$ cat src/rtl/rx_tlp_trigger_pkg.sv
// Shared constants for the RX TLP trigger and the TLP sender: defaults, widths,
// FSM state encoding and the chunk sizing helper.
package rx_tlp_trigger_pkg;

  localparam int BF_DEF     = 9;
  localparam int MAX_QW_DEF = 16;
  localparam int HP_QW_DEF  = 262128;   // 2 MiB page minus the 0x80-byte header, in qwords
  localparam int QW_W       = 5;
  localparam int PAGE_W     = 18;

  typedef enum logic [2:0] {
    ST_IDLE,
    ST_REQ,
    ST_WAIT_COMMIT,
    ST_LAST,
    ST_CLOSE
  } trig_state_t;

  function automatic logic [31:0] min3(input logic [31:0] a, input logic [31:0] b,
                                       input logic [31:0] c);
    logic [31:0] m;
    m = (a < b) ? a : b;
    return (m < c) ? m : c;
  endfunction

endpackage

$ cat src/rtl/rx_tlp_trigger_counter.sv
// Saturating idle-cycle counter; held at zero while clr is asserted.
module rx_qw_saturating_counter #(
  parameter int W = 8
) (
  input  logic         trn_clk,
  input  logic         reset_n,
  input  logic         clr,
  input  logic         inc,
  output logic [W-1:0] cnt
);

  always_ff @(posedge trn_clk or negedge reset_n) begin
    if (!reset_n)                cnt <= '0;
    else if (clr)                cnt <= '0;
    else if (inc && cnt != '1)   cnt <= cnt + 1'b1;
  end

endmodule

$ cat src/rtl/rx_tlp_trigger.sv
// Decides when the RX buffer holds enough data to send a TLP into the current
// host huge page, and when that page must be closed and returned.
module rx_tlp_trigger
  import rx_tlp_trigger_pkg::*;
#(
  parameter int BF           = BF_DEF,
  parameter int MAX_QW       = MAX_QW_DEF,
  parameter int HP_QW        = HP_QW_DEF,
  parameter int TLP_TIMEOUT  = 64,
  parameter int PAGE_TIMEOUT = 4096
) (
  input  logic            trn_clk,
  input  logic            reset_n,
  input  logic [BF:0]     wr_addr,
  input  logic [BF:0]     commited_rd_address,
  input  logic            huge_page_available,
  output logic            trigger_tlp,
  input  logic            trigger_tlp_ack,
  output logic            send_last_tlp,
  output logic            change_huge_page,
  input  logic            change_huge_page_ack,
  output logic [QW_W-1:0] qwords_to_send
);

  localparam int AW = BF + 1;
  localparam int IW = $clog2(TLP_TIMEOUT + 1);
  localparam int PW = $clog2(PAGE_TIMEOUT + 1);
  localparam logic [31:0] MAXQ_L  = 32'(MAX_QW);
  localparam logic [31:0] HP_L    = 32'(HP_QW);
  localparam logic [31:0] TTO_L   = 32'(TLP_TIMEOUT);
  localparam logic [31:0] PTO_L   = 32'(PAGE_TIMEOUT);

  trig_state_t       state;
  logic [AW-1:0]     avail;
  logic [AW-1:0]     target;
  logic [PAGE_W-1:0] page_used;
  logic [IW-1:0]     idle_cnt;
  logic [PW-1:0]     page_idle_cnt;
  logic              last_ack_seen;

  logic [31:0] avail_w, rem_w, chunk_w;
  logic        last_ok, tlp_ok, page_to, commit_hit;

  // Modular difference handles pointer wrap; equal pointers mean empty.
  assign avail      = wr_addr - commited_rd_address;
  assign avail_w    = 32'(avail);
  assign rem_w      = HP_L - 32'(page_used);
  assign chunk_w    = min3(avail_w, MAXQ_L, rem_w);
  assign last_ok    = (rem_w != '0) && (rem_w <= MAXQ_L) && (avail_w >= rem_w);
  assign tlp_ok     = (avail_w >= MAXQ_L) || ((avail_w != '0) && (32'(idle_cnt) >= TTO_L));
  assign page_to    = (page_used != '0) && (avail_w == '0) && (32'(page_idle_cnt) >= PTO_L);
  assign commit_hit = (commited_rd_address == target);

  rx_qw_saturating_counter #(.W(IW)) u_idle_cnt (
    .trn_clk (trn_clk),
    .reset_n (reset_n),
    .clr     (state != ST_IDLE),
    .inc     ((state == ST_IDLE) && (avail_w != '0) && (avail_w < MAXQ_L)),
    .cnt     (idle_cnt)
  );

  rx_qw_saturating_counter #(.W(PW)) u_page_idle_cnt (
    .trn_clk (trn_clk),
    .reset_n (reset_n),
    .clr     (state != ST_IDLE),
    .inc     ((state == ST_IDLE) && (avail_w == '0) && (page_used != '0)),
    .cnt     (page_idle_cnt)
  );

  always_ff @(posedge trn_clk or negedge reset_n) begin
    if (!reset_n) begin
      state            <= ST_IDLE;
      trigger_tlp      <= 1'b0;
      send_last_tlp    <= 1'b0;
      change_huge_page <= 1'b0;
      qwords_to_send   <= '0;
      page_used        <= '0;
      target           <= '0;
      last_ack_seen    <= 1'b0;
    end else begin
      case (state)
        ST_IDLE: begin
          last_ack_seen <= 1'b0;
          if (huge_page_available && rem_w == '0) begin
            change_huge_page <= 1'b1;
            state            <= ST_CLOSE;
          end else if (huge_page_available && last_ok) begin
            qwords_to_send <= QW_W'(chunk_w);
            target         <= commited_rd_address + AW'(chunk_w);
            send_last_tlp  <= 1'b1;
            state          <= ST_LAST;
          end else if (huge_page_available && tlp_ok) begin
            qwords_to_send <= QW_W'(chunk_w);
            target         <= commited_rd_address + AW'(chunk_w);
            trigger_tlp    <= 1'b1;
            state          <= ST_REQ;
          end else if (page_to) begin
            change_huge_page <= 1'b1;
            state            <= ST_CLOSE;
          end
        end
        ST_REQ: begin
          if (trigger_tlp_ack) begin
            trigger_tlp <= 1'b0;
            state       <= ST_WAIT_COMMIT;
          end
        end
        ST_WAIT_COMMIT: begin
          if (commit_hit) begin
            page_used <= page_used + PAGE_W'(qwords_to_send);
            state     <= ST_IDLE;
          end
        end
        ST_LAST: begin
          // The sender may chain the page close itself; its ack can land before,
          // with, or never before the final commit.
          if (commit_hit && (change_huge_page_ack || last_ack_seen)) begin
            send_last_tlp <= 1'b0;
            page_used     <= '0;
            state         <= ST_IDLE;
          end else if (commit_hit) begin
            send_last_tlp    <= 1'b0;
            page_used        <= PAGE_W'(HP_QW);
            change_huge_page <= 1'b1;
            state            <= ST_CLOSE;
          end else if (change_huge_page_ack) begin
            last_ack_seen <= 1'b1;
          end
        end
        ST_CLOSE: begin
          if (change_huge_page_ack) begin
            change_huge_page <= 1'b0;
            page_used        <= '0;
            state            <= ST_IDLE;
          end
        end
        default: state <= ST_IDLE;
      endcase
    end
  end

endmodule

$ cat config.mk
export PLATFORM = sky130hd
export DESIGN_NAME = rx_tlp_trigger
export DESIGN_NICKNAME = d
export VERILOG_FILES = /design/src/rtl/rx_tlp_trigger_pkg.sv /design/src/rtl/rx_tlp_trigger_counter.sv /design/src/rtl/rx_tlp_trigger.sv
export SDC_FILE = /design/constraint.sdc
export NUM_CORES = 1
export LEC_CHECK = 0
export ABC_AREA = 0
export BUFFER_PORTS_ARGS = -buffer_cell sky130_fd_sc_hd__buf_2
export CAP_MARGIN = 0
export CORE_UTILIZATION = 65
export CTS_CLUSTER_SIZE = 16
export DETAILED_ROUTE_END_ITERATION = 8
export MAX_ROUTING_LAYER = met4
export PLACE_DENSITY = 0.85
export SYNTH_ARGS = -nofsm -noshare
export SYNTH_HDL_FRONTEND = slang
export SYNTH_SLANG_ARGS = --single-unit
$ cat constraint.sdc
create_clock -name trn_clk -period 8.37 [get_ports trn_clk]
set_clock_uncertainty 0.1 [all_clocks]
set_input_delay 0.837 -clock trn_clk [delete_from_list [all_inputs] [get_ports trn_clk]]
set_output_delay 0.837 -clock trn_clk [all_outputs]
set_load 0.05 [all_outputs]
## Yosys cells after proc, flatten, opt, wreduce, memory -nomap -nowiden

Index checks and enable logic that the tools add are counted.

| word-level totals | value |
|---|---|
| bits in registers | 60 |
| output and inout port bits | 8 |
| word-level logic and storage cells | 132 |

| operators by class | value |
|---|---|
| add/subtract/negate cells | 6 |
| order comparisons | 7 |
| equal/unequal tests | 23 |
| multiplexer cells | 47 |
| bitwise gates (word level) | 1 |
| reductions and logical operators | 38 |

Operators with widths:

| cell | number |
|---|---|
| two-way mux 18 bit | 4 |
| zero test 32 bit | 2 |
| nonzero test 32 bit | 2 |
| case mux 18 bit (3 select lines) | 1 |
| two-way mux 10 bit | 4 |
| >= comparator 10 x 32 -> 1 bit | 1 |
| less-or-equal comparator 32 x 5 -> 1 bit (second input constant) | 1 |
| < comparator 10 x 32 -> 1 bit | 1 |
| two-way mux 3 bit | 9 |
| two-way mux 13 bit | 2 |
| subtractor 18 x 18 -> 19 bit (first input constant) | 1 |
| adder 18 x 5 -> 18 bit | 1 |
| two-way mux 1 bit | 18 |
| != test 2 bit (second input constant) | 9 |
| nonzero test 18 bit | 1 |
| logical AND 1 bit | 15 |
| case mux 3 bit (5 select lines) | 1 |
| two-way mux 7 bit | 2 |
| adder 13 x 1 -> 13 bit (second input constant) | 1 |
| >= comparator 13 bit (second input constant) | 1 |
| != test 13 bit (second input constant) | 1 |
| AND reduction 4 bit | 3 |
| adder 10 bit | 1 |
| equality test 10 bit | 1 |
| other kinds (24) | 39 |

## Depth between registers and ports, before layout

Gate-level depths: netlist (run 1).

| logic depth | value |
|---|---|
| depth in word-level cells | 9 |
| gate-level depth with buffers | 31 |

## By module

From an unflattened synthesis (run 1), not the netlist that was laid out.

| second synthesis, totals | value |
|---|---|
| cell total of the unflattened synthesis | 598 |
| area, all modules | 5,220.0 µm² |

By module, submodules not included:

| module | times used | cells each | area each (µm²) | sequential area each (µm²) |
|---|---|---|---|---|
| rx_tlp_trigger | 1 | 485 | 4,052.6 | 1,001.0 |
| rx_qw_saturating_counter (u_page_idle_cnt) | 1 | 72 | 739.5 | 325.3 |
| rx_qw_saturating_counter (u_idle_cnt) | 1 | 41 | 427.9 | 175.2 |

## Worst setup path before layout (run 1)

OpenSTA, ideal clock, no wires.

| path | value |
|---|---|
| path type | input to register |
| from | input wr_addr[0] |
| to | register target[9] |
| data arrival time | 6,170 ps |
| required time | 8,145 ps |
| setup slack | 1,975 ps |
| stages on the path | 30 |
| path through | inv_1 ha_1 inv_1 fa_1 a21oi_1 nor3b_1 nor3_2 mux2i_1 nand4b_4 nor2_1 inv_1 ha_1 a21o_1 a21o_1 a21oi_1 o21ai_0 nor2_1 nor2_2 nand2_2 mux2_4 ha_1 a21o_1 a21oi_1 nor2b_1 o21a_1 nor4_1 o41ai_1 a21oi_1 xor3_1 mux2_4 |

| between the ends | value |
|---|---|
| word-level cells in the longest chain between the ends | 8 |
| elaborated cells between the ends (all ways) | 18 |

RTL lines:

| what | RTL line | source |
|---|---|---|
| start, declared | rx_tlp_trigger.sv:14 | `input logic [BF:0] wr_addr,` |
| subtractor 10 bit (*) | rx_tlp_trigger.sv:45 | `assign avail = wr_addr - commited_rd_address;` |
| < comparator 10 x 5 -> 1 bit | rx_tlp_trigger_pkg.sv:22 | `m = (a < b) ? a : b;` |
| two-way mux 10 bit (*) | rx_tlp_trigger_pkg.sv:22 |  |
| < comparator 10 x 32 -> 1 bit | rx_tlp_trigger_pkg.sv:23 | `return (m < c) ? m : c;` |
| two-way mux 10 bit (*) | rx_tlp_trigger_pkg.sv:23 |  |
| via chunk_w[1] | rx_tlp_trigger.sv:41 | `logic [31:0] avail_w, rem_w, chunk_w;` |
| adder 10 bit (*) | rx_tlp_trigger.sv:89, rx_tlp_trigger.sv:94 |  |
| two-way mux 10 bit | rx_tlp_trigger.sv:92 | `end else if (huge_page_available && tlp_ok) begin` |
| two-way mux 10 bit (*) | rx_tlp_trigger.sv:87 | `end else if (huge_page_available && last_ok) begin` |
| end signal, assigned | rx_tlp_trigger.sv:89 | `target <= commited_rd_address + AW'(chunk_w);` |
| end signal, assigned | rx_tlp_trigger.sv:94 | `target <= commited_rd_address + AW'(chunk_w);` |
| end, declared | rx_tlp_trigger.sv:35 | `logic [AW-1:0] target;` |

Mark *: on every way through the listed nets, which the timed path passes. The rest lies on a longest branch. The select of a mux whose other input is x is not followed.
A chain may end at the register's enable or synchronous reset.

## Worst setup path after layout (run 1)

Same ends and word-level chain as after synthesis.

==> results.sh, run 1 <==
export IMPL_synth_top_area_cell="dfrtp_1"
export IMPL_routed_via_density=6.30
export IMPL_outcome="finished, final reports clean"
export IMPL_hpwl_mm=9.55
export IMPL_wl_per_cell_um=17.6
export IMPL_max_freq_ghz=0.143
export IMPL_finalMaxSlewViolations=0
export IMPL_synth_area_per_cell_um2=8.84
export IMPL_cts_buffer_depth=2
export IMPL_slew_headroom_pct=23.7
export IMPL_ys_flop_type="dfrtp_1"
export IMPL_start_kind="input port"
export IMPL_synthTopCellsByArea="dfrtp_1 (28%), ha_1 (11%), xor2_1 (4.6%), nor2_1 (4.2%), a21oi_1 (4.0%)"
export IMPL_ys_warn_count=0
export IMPL_seq_area_frac_synth_pct=28.2
export IMPL_cpPeakStageDelay_ns=0.40
export IMPL_vdd_drop_max_mv=0.228
export IMPL_finalPower_mw=1.61
export IMPL_tns_ns=0
export IMPL_crit_fanout=8
export IMPL_cp_common_cell="a21oi_1"
export IMPL_cp_slowest_cell="fa_1"
export IMPL_grt_max_degree=61
export IMPL_setup_viol=0
export IMPL_synth_cell_types=76
export IMPL_synth_async_sr_flop_share_pct=100
export IMPL_worst_r2r_setup_slack_ns=2.58
export IMPL_htreeDepth=3
export IMPL_cts_tree="built"
export IMPL_port_buffers=32
export IMPL_dr_pass1_iters=4
export IMPL_num_rows=32
export IMPL_core_um2=7810
export IMPL_synth_edf_count=0
export IMPL_gr_total_overflow=0
export IMPL_period_needed_ns=7.01
export IMPL_syn_area_um2=5320
export IMPL_hold_violations=0
export IMPL_synth_seq_cells=60
export IMPL_synth_cells=602
export IMPL_period_share_pct=83.7
export IMPL_min_path_type="register to register"
export IMPL_gp_congestion=0.958
export IMPL_yosysMostFrequentCell="dfrtp_1"
export IMPL_drc=0
export IMPL_fill_cells=584
export IMPL_cap_violations=0
export IMPL_nNetsFinal=698
export IMPL_cp_arrival_ns=7.14
export IMPL_antenna_found_initial=0
export IMPL_cts_setup_buffers=0
export IMPL_hold_worst_slack_ns=0.396
export IMPL_worst_pin_slew_ns=1.14
export IMPL_cts_root_buf="clkbuf_8"
export IMPL_die_h_um=92.5
export IMPL_design_die_area_um2=8550
export IMPL_syn2layout_area_growth_pct=8.00
export IMPL_grt_pass1_vias=4491
export IMPL_io_pins=33
export IMPL_drt_total_wl_mm=12.9
export IMPL_grtUsageTotal_pct=32.1
export IMPL_clkSinkCount=60
export IMPL_start_util_pct=68.1
export IMPL_fp_dieW_um=92.5
export IMPL_powerDensity_nw_per_um2=280
export IMPL_grt_setup_unrepaired="no"
export IMPL_grt_pass1_wl_mm=21.1
export IMPL_p_leak_nw=2.71
export IMPL_drtAntennaViolNets=0
export IMPL_netlist_top_cells_count="dfrtp_1 (60), nor2_1 (59), ha_1 (46), a21oi_1 (43), nand2_1 (43)"
export IMPL_clk_latency_ns=0.35
export IMPL_holdBufCountCts=0
export IMPL_num_vias=4603
export IMPL_fin_util_pct=73.6
export IMPL_cp_end_kind="register"
export IMPL_clkTransAtPathRegs_ns=0.07
export IMPL_worstPathRequired_ns=8.51
export IMPL_synth_top_cell_area_share_pct=28.2
export IMPL_critPathKind="input port to register"
export IMPL_numCtsBuffers=9
export IMPL_cts_resized=0
export IMPL_layout_drive_gt1_share_pct=14.5
export IMPL_diodes=0
export IMPL_drt_initial_drc_count=315
-- stage by stage --
| stage | instance area [um^2] | instances | setup slack, ns |
|---|---|---|---|
| 5_1_grt | 5750 | 731 | 0.976 |
| 6_report | 5750 | 731 | 1.36 |
| 4_1_cts | 5750 | 731 | 1.51 |
| 3_3_place_gp | 5500 | 715 | 1.51 |
| 3_5_place_dp | 5500 | 715 | 1.17 |
| 2_1_floorplan | 5340 | 606 | 1.97 |
-- routing by layer --
metal	vias up	share of wire, %	track usage [%]
met5	-	0	-
met4	0	2.3	11.1
met3	29	4.0	5.17
met2	120	50	54.1
met1	2238	43	39.0
li1	2216	-	-
-- power breakdown --
| group | switching, mW | internal, mW |
|---|---|---|
| combinational | 0.455 | 0.322 |
| clock | 0.122 | 0.214 |
| sequential | 0.133 | 0.365 |
-- logic make-up after synthesis --
kind of cell               after synthesis  synth area share [%]
and+or+nand+nor                        216                  22.6
AOI/OAI and AO/OA                      147                  18.4
adders and majority gates               49                  11.9
other                                    1                0.0705
buffers and inverters                   55                  4.66
muxes                                   22                  5.22
xor gates and xnor gates                52                  8.84
DFF                                     60                  28.2
-- worst paths after layout --
path                                   from          endpoint  depth (start not counted)
max in group asynchronous           reset_n     page_used[12]                          2
min reg2reg                change_huge_page  change_huge_page                          1
min in group asynchronous           reset_n         target[7]                          2
min                        change_huge_page  change_huge_page                          1
max                              wr_addr[0]         target[9]                         31
max reg2reg                    page_used[2]         target[9]                         22
-- layout by cell type (no fill, tap or decap), types with 17 or more instances in the layout --
| cell type | count |
|---|---|
| dfrtp_1 | 60 |
| nand2_1 | 43 |
| buf_2 | 32 |
| nand3_1 | 17 |
| nor2_1 | 59 |
| xor2_1 | 28 |
| xnor2_1 | 23 |
| a21oi_1 | 43 |
| o21ai_0 | 37 |
| inv_1 | 28 |
| ha_1 | 46 |
-- flip-flops by register name, indices dropped and copies added, names as in the netlist --
register             count
change_huge_page         1
last_ack_seen            1
page_used               18
qwords_to_send           5
send_last_tlp            1
state                    3
target                  10
trigger_tlp              1
u_idle_cnt.cnt           7
u_page_idle_cnt.cnt     13
-- critical path: cells and delay by family --
kind | cells | cell delay (ns)
compound gates | 11 | 2.02
xor+xnor | 1 | 0.35
fa+ha+maj | 4 | 1.07
buf+inv | 4 | 0.34
mux | 3 | 0.96
simple gates | 8 | 1.54
-- area by class of cell --
cell class / count / area (um^2) / area share, %
Tap cell: 102 / 128 / 2.22
Timing Repair Buffer: 34 / 175 / 3.05
Inverter: 28 / 105 / 1.83
Sequential cell: 60 / 1500 / 26.1
Clock buffer: 12 / 155 / 2.70
Multi-Input combinational cell: 491 / 3590 / 62.4
Clock inverter: 4 / 95.1 / 1.66
Power figures use the tool's default switching activity.
==> run 2, diff against run 1 <==
--- a/config.mk
+++ b/config.mk
@@ -8,11 +8,11 @@
 export ABC_AREA = 0
 export BUFFER_PORTS_ARGS = -buffer_cell sky130_fd_sc_hd__buf_2
 export CAP_MARGIN = 0
-export CORE_UTILIZATION = 65
+export CORE_UTILIZATION = 56
 export CTS_CLUSTER_SIZE = 16
 export DETAILED_ROUTE_END_ITERATION = 8
 export MAX_ROUTING_LAYER = met4
-export PLACE_DENSITY = 0.85
+export PLACE_DENSITY = 0.77
 export SYNTH_ARGS = -nofsm -noshare
 export SYNTH_HDL_FRONTEND = slang
 export SYNTH_SLANG_ARGS = --single-unit
==> constraint.sdc (replaced) <==
create_clock -name trn_clk -period 5.8 [get_ports trn_clk]
set_clock_uncertainty 0.1 [all_clocks]
set_input_delay 0.58 -clock trn_clk [delete_from_list [all_inputs] [get_ports trn_clk]]
set_output_delay 0.58 -clock trn_clk [all_outputs]
set_load 0.05 [all_outputs]
==> results.sh, run 2 (synthesis gave the netlist of run 1 again) <==
export IMPL_outcome="finished, final reports clean"
export IMPL_drtAntennaViolNets=0
export IMPL_timing_final_ws_setup_ns=0.265
export IMPL_hold_violations=0
export IMPL_finalMaxSlewViolations=0
export IMPL_antenna_found_initial=0
export IMPL_drt_initial_drc_count=295
export IMPL_io_pins=33
export IMPL_routed_via_density=6.06
export IMPL_fill_cells=743
export IMPL_finalPower_mw=2.38
export IMPL_crit_buf_inv=3
export IMPL_design_die_area_um2=9890
export IMPL_min_path_type="input port to asynchronous set/reset pin"
export IMPL_cp_end_kind="register"
export IMPL_dp_worst_setup_slack_ns=-0.320
export IMPL_drt_total_wl_mm=13.2
export IMPL_htreeDepth=3
export IMPL_cp_slowest_cell="ha_1"
export IMPL_hold_worst_slack_ns=0.278
export IMPL_clkTransAtPathRegs_ns=0.07
export IMPL_top_register="page_used"
export IMPL_max_freq_ghz=0.181
export IMPL_worst_pin_slew_ns=1.06
export IMPL_cp_top_family="compound AO/OA/AOI/OAI gates"
export IMPL_start_kind="input port"
export IMPL_largest_reg_flops=18
export IMPL_diodes=0
export IMPL_dr_pass1_iters=5
export IMPL_period_needed_ns=5.54
export IMPL_worstPathRequired_ns=5.94
export IMPL_holdBufCountCts=0
export IMPL_fp_dieW_um=99.5
export IMPL_start_util_pct=57.6
export IMPL_setup_viol=0
export IMPL_core_um2=9240
export IMPL_register_area_um2=1500
export IMPL_period_share_pct=95.4
export IMPL_layout_common_cells="dfrtp_1 (60), nor2_1 (56), ha_1 (46)"
export IMPL_wl_per_cell_um=16.7
export IMPL_slew_headroom_pct=29.3
export IMPL_grtUsageTotal_pct=29.0
export IMPL_crit_fanout=5
export IMPL_final_common_cell="dfrtp_1"
export IMPL_grt_pass1_wl_mm=22.1
export IMPL_cp_arrival_ns=5.67
export IMPL_gr_total_overflow=0
export IMPL_num_vias=4792
export IMPL_drc=0
export IMPL_syn2layout_area_growth_pct=14.7
export IMPL_cts_buffer_depth=2
export IMPL_p_leak_nw=2.88
export IMPL_gp_congestion=0.980
export IMPL_numCtsBuffers=9
export IMPL_clk_latency_ns=0.35
export IMPL_layout_drive_gt1_share_pct=21.1
export IMPL_port_buffers=32
export IMPL_clkSinkCount=60
export IMPL_multiInputGateArea_um2=3660
export IMPL_nNetsFinal=731
export IMPL_cap_violations=0
export IMPL_fin_util_pct=66.1
export IMPL_tns_ns=0
export IMPL_num_rows=35
export IMPL_powerDensity_nw_per_um2=390
export IMPL_critPathKind="input port to register"
export IMPL_grt_pass1_vias=4627
export IMPL_cpPeakStageDelay_ns=0.37
export IMPL_die_h_um=99.5
export IMPL_grt_max_degree=61
export IMPL_vdd_drop_max_mv=0.257
export IMPL_hpwl_mm=9.80
export IMPL_cts_tree="built"
export IMPL_cts_root_buf="clkbuf_8"
export IMPL_top_regs="page_used x18, u_page_idle_cnt.cnt x13, target x10"
-- run 2: cell count changes in the layout (fill, tap and decap cells not counted), moves of 2 or more --
cell,change
nor2_1,-3
nor2_2,+2
buf_4,+33
o21ai_0,-2
a21oi_2,+7
a21oi_1,-7
-- run 2: path summary, 6_finish.rpt --
path / from / end / slack (ns) / depth (start not counted)
min in group trn_clk: change_huge_page / change_huge_page / 0.39 / 1
setup reg to reg: page_used[2] / target[9] / 0.62 / 22
hold / removal: reset_n / u_idle_cnt.cnt[3] / 0.28 / 2
setup / recovery: commited_rd_address[6] / target[9] / 0.26 / 29
max in group asynchronous: reset_n / qwords_to_send[4] / 4.79 / 2
hold reg to reg: change_huge_page / change_huge_page / 0.39 / 1
-- run 2: report_power, final --
part / total, mW / leakage (nW) / switching [mW] / internal, mW
registers: 0.721 / 0.783 / 0.194 / 0.527
logic: 1.17 / 1.97 / 0.673 / 0.497
clock network: 0.490 / 0.127 / 0.181 / 0.309
-- run 2: area by class of cell --
type                            instances  share of cell area, %
Timing Repair Buffer                   67                   6.93
Inverter                               28                   1.72
Tap cell                              129                   2.64
Multi-Input combinational cell        491                   60.0
Clock buffer                           12                   2.54
Sequential cell                        60                   24.6
Clock inverter                          4                   1.56
-- run 2: metrics by stage --
stage / instance area (um^2) / cells
final: 6100 / 791
after global placement: 5770 / 771
after global routing: 6100 / 791
after detailed placement: 5770 / 771
after floorplan: 5360 / 606
after CTS: 6020 / 787
-- run 2: layer usage --
metal / global-route usage (%) / vias up / part of all wire (%) / routed length, um
li1: - / 2276 / - / -
met1: 37.9 / 2352 / 46 / 6070
met3: 4.50 / 27 / 4.4 / 577
met5: - / - / 0 / 0
met2: 46.0 / 137 / 48 / 6330
met4: 9.84 / 0 / 1.8 / 233
-- run 2: repair_timing --
item,CTS,global route
endpoints found under the setup margin,0,4
buffers inserted,0,4
resized for setup,0,12
==> run 3, diff against run 2 <==
--- a/config.mk
+++ b/config.mk
@@ -8,6 +8,7 @@
 export ABC_AREA = 0
 export BUFFER_PORTS_ARGS = -buffer_cell sky130_fd_sc_hd__buf_2
 export CAP_MARGIN = 0
+export CORE_ASPECT_RATIO = 0.8
 export CORE_UTILIZATION = 56
 export CTS_CLUSTER_SIZE = 16
 export DETAILED_ROUTE_END_ITERATION = 8
==> results.sh, run 3 (synthesis gave the netlist of run 1 again) <==
export IMPL_slew_headroom_pct=29.6
export IMPL_timing_rr_end="target[9]"
export IMPL_largest_reg_flops=18
export IMPL_stdcell_count=776
export IMPL_finalMaxSlewViolations=0
export IMPL_top_regs="page_used x18, u_page_idle_cnt.cnt x13, target x10"
export IMPL_grt_pass1_wl_mm=22.4
export IMPL_start_kind="input port"
export IMPL_htreeDepth=3
export IMPL_cap_violations=0
export IMPL_outcome="finished, final reports clean"
export IMPL_gr_total_overflow=0
export IMPL_min_path_type="input port to asynchronous set/reset pin"
export IMPL_dr_pass1_iters=5
export IMPL_setup_viol=0
export IMPL_syn2layout_area_growth_pct=15.3
export IMPL_hpwl_mm=10.0
export IMPL_cp_arrival_ns=5.70
export IMPL_dpl_cell_area_um2=5760
export IMPL_worst_r2r_setup_slack_ns=0.72
export IMPL_holdBufCountCts=0
export IMPL_clk_latency_ns=0.33
export IMPL_powerDensity_nw_per_um2=400
export IMPL_nNetsFinal=730
export IMPL_clkTransAtPathRegs_ns=0.05
export IMPL_routed_via_density=6.09
export IMPL_final_area_um2=6130
export IMPL_rr_worst_depth=22
export IMPL_crit_reg2reg_launch="page_used[2]"
export IMPL_crit_fanout=5
export IMPL_worstPathRequired_ns=5.92
export IMPL_cts_tree="built"
export IMPL_start_util_pct=58.1
export IMPL_cts_buffer_depth=2
export IMPL_top_register="page_used"
export IMPL_layout_drive_gt1_share_pct=20.7
export IMPL_num_rows=31
export IMPL_io_pins=33
export IMPL_cp_end_kind="register"
export IMPL_cts_root_buf="clkbuf_16"
export IMPL_grt_max_degree=61
export IMPL_die_h_um=89.2
export IMPL_fp_dieW_um=111
export IMPL_antenna_found_initial=0
export IMPL_drt_initial_drc_count=292
export IMPL_wl_per_cell_um=17.4
export IMPL_num_vias=4724
export IMPL_core_um2=9150
export IMPL_period_needed_ns=5.58
export IMPL_grt_pass1_vias=4584
export IMPL_vdd_drop_max_mv=0.299
export IMPL_worst_pin_slew_ns=1.05
export IMPL_gp_congestion=0.939
export IMPL_grtUsageTotal_pct=30.2
export IMPL_diodes=0
export IMPL_hold_violations=0
export IMPL_port_buffers=32
export IMPL_period_share_pct=96.1
export IMPL_final_common_cell="dfrtp_1"
export IMPL_design_die_area_um2=9900
export IMPL_p_leak_nw=2.89
export IMPL_dp_cells=757
export IMPL_layout_common_cells="dfrtp_1 (60), nor2_1 (58), ha_1 (45)"
export IMPL_numCtsBuffers=9
export IMPL_drt_total_wl_mm=13.5
export IMPL_drtAntennaViolNets=0
export IMPL_cpPeakStageDelay_ns=0.37
export IMPL_finalPower_mw=2.45
export IMPL_critPathKind="input port to register"
export IMPL_cp_slowest_cell="fa_2"
export IMPL_max_freq_ghz=0.179
export IMPL_drc=0
export IMPL_clkSinkCount=60
run 3: changes by cell type in the layout (fill, tap and decap cells not counted), sizes merged:
cell / delta
bufinv: -2
buf: -1
clkinv: +1
clkinvlp: +1
run 3: where the power goes:
part	total, mW	internal, mW	switching [mW]	leakage, nW
clock network	0.554	0.354	0.199	0.149
logic	1.18	0.497	0.678	1.96
registers	0.722	0.528	0.195	0.783
run 3: cell type report:
| class | instances | area [um^2] |
|---|---|---|
| Multi-Input combinational cell | 491 | 3660 |
| Fill cell | 754 | 3020 |
| Sequential cell | 60 | 1500 |
| Timing Repair Buffer | 66 | 419 |
| Clock buffer | 12 | 256 |
| Tap cell | 115 | 144 |
| Inverter | 28 | 105 |
| Clock inverter | 4 | 47.5 |
run 3: how the worst max path moves through the flow:
stage | start | end | slack, ns | depth (start not counted)
3_3_place_gp | wr_addr[0] | target[9] | -0.03 | 31
4_1_cts | wr_addr[0] | target[9] | 0.05 | 31
3_5_place_dp | wr_addr[0] | target[9] | -0.29 | 31
2_1_floorplan | wr_addr[0] | target[9] | 0.005 | 30
5_1_grt | wr_addr[0] | target[8] | -0.03 | 31
6_report | wr_addr[0] | target[9] | 0.22 | 31
run 3: per-stage QoR:
stage	worst slack (ns)	util, %	hold slack (ns)	TNS (ns)
6_report	0.224	67.0	0.305	0
5_1_grt	-0.0349	67.0	0.397	-0.0483
4_1_cts	0.0457	66.2	0.343	0
3_5_place_dp	-0.290	62.9	0.379	-0.688
3_3_place_gp	-0.0275	62.9	0.379	-0.0489
2_1_floorplan	0.00506	-	0.184	0
run 3: metal layers:
metal	vias to the layer above	routed length, um	track usage, %
met5	-	0	-
met4	0	293	10.6
met3	25	856	5.29
met2	156	6130	49.1
met1	2273	6260	38.5
li1	2270	-	-
run 3: timing repair:
action	in CTS	in global routing
gates resized for setup	0	12
setup buffers	0	3
setup endpoints to repair	0	4
run 3: worst max-delay path, delay by kind of cell:
kind                     cells  cell delay (ns)
AO/OA/AOI/OAI               11             1.63
AND/OR/NAND/NOR              8             1.04
adder cells (fa/ha/maj)      4             1.01
multiplexers                 3             0.94
buffers and inverters        4             0.26
XOR/XNOR                     1             0.24
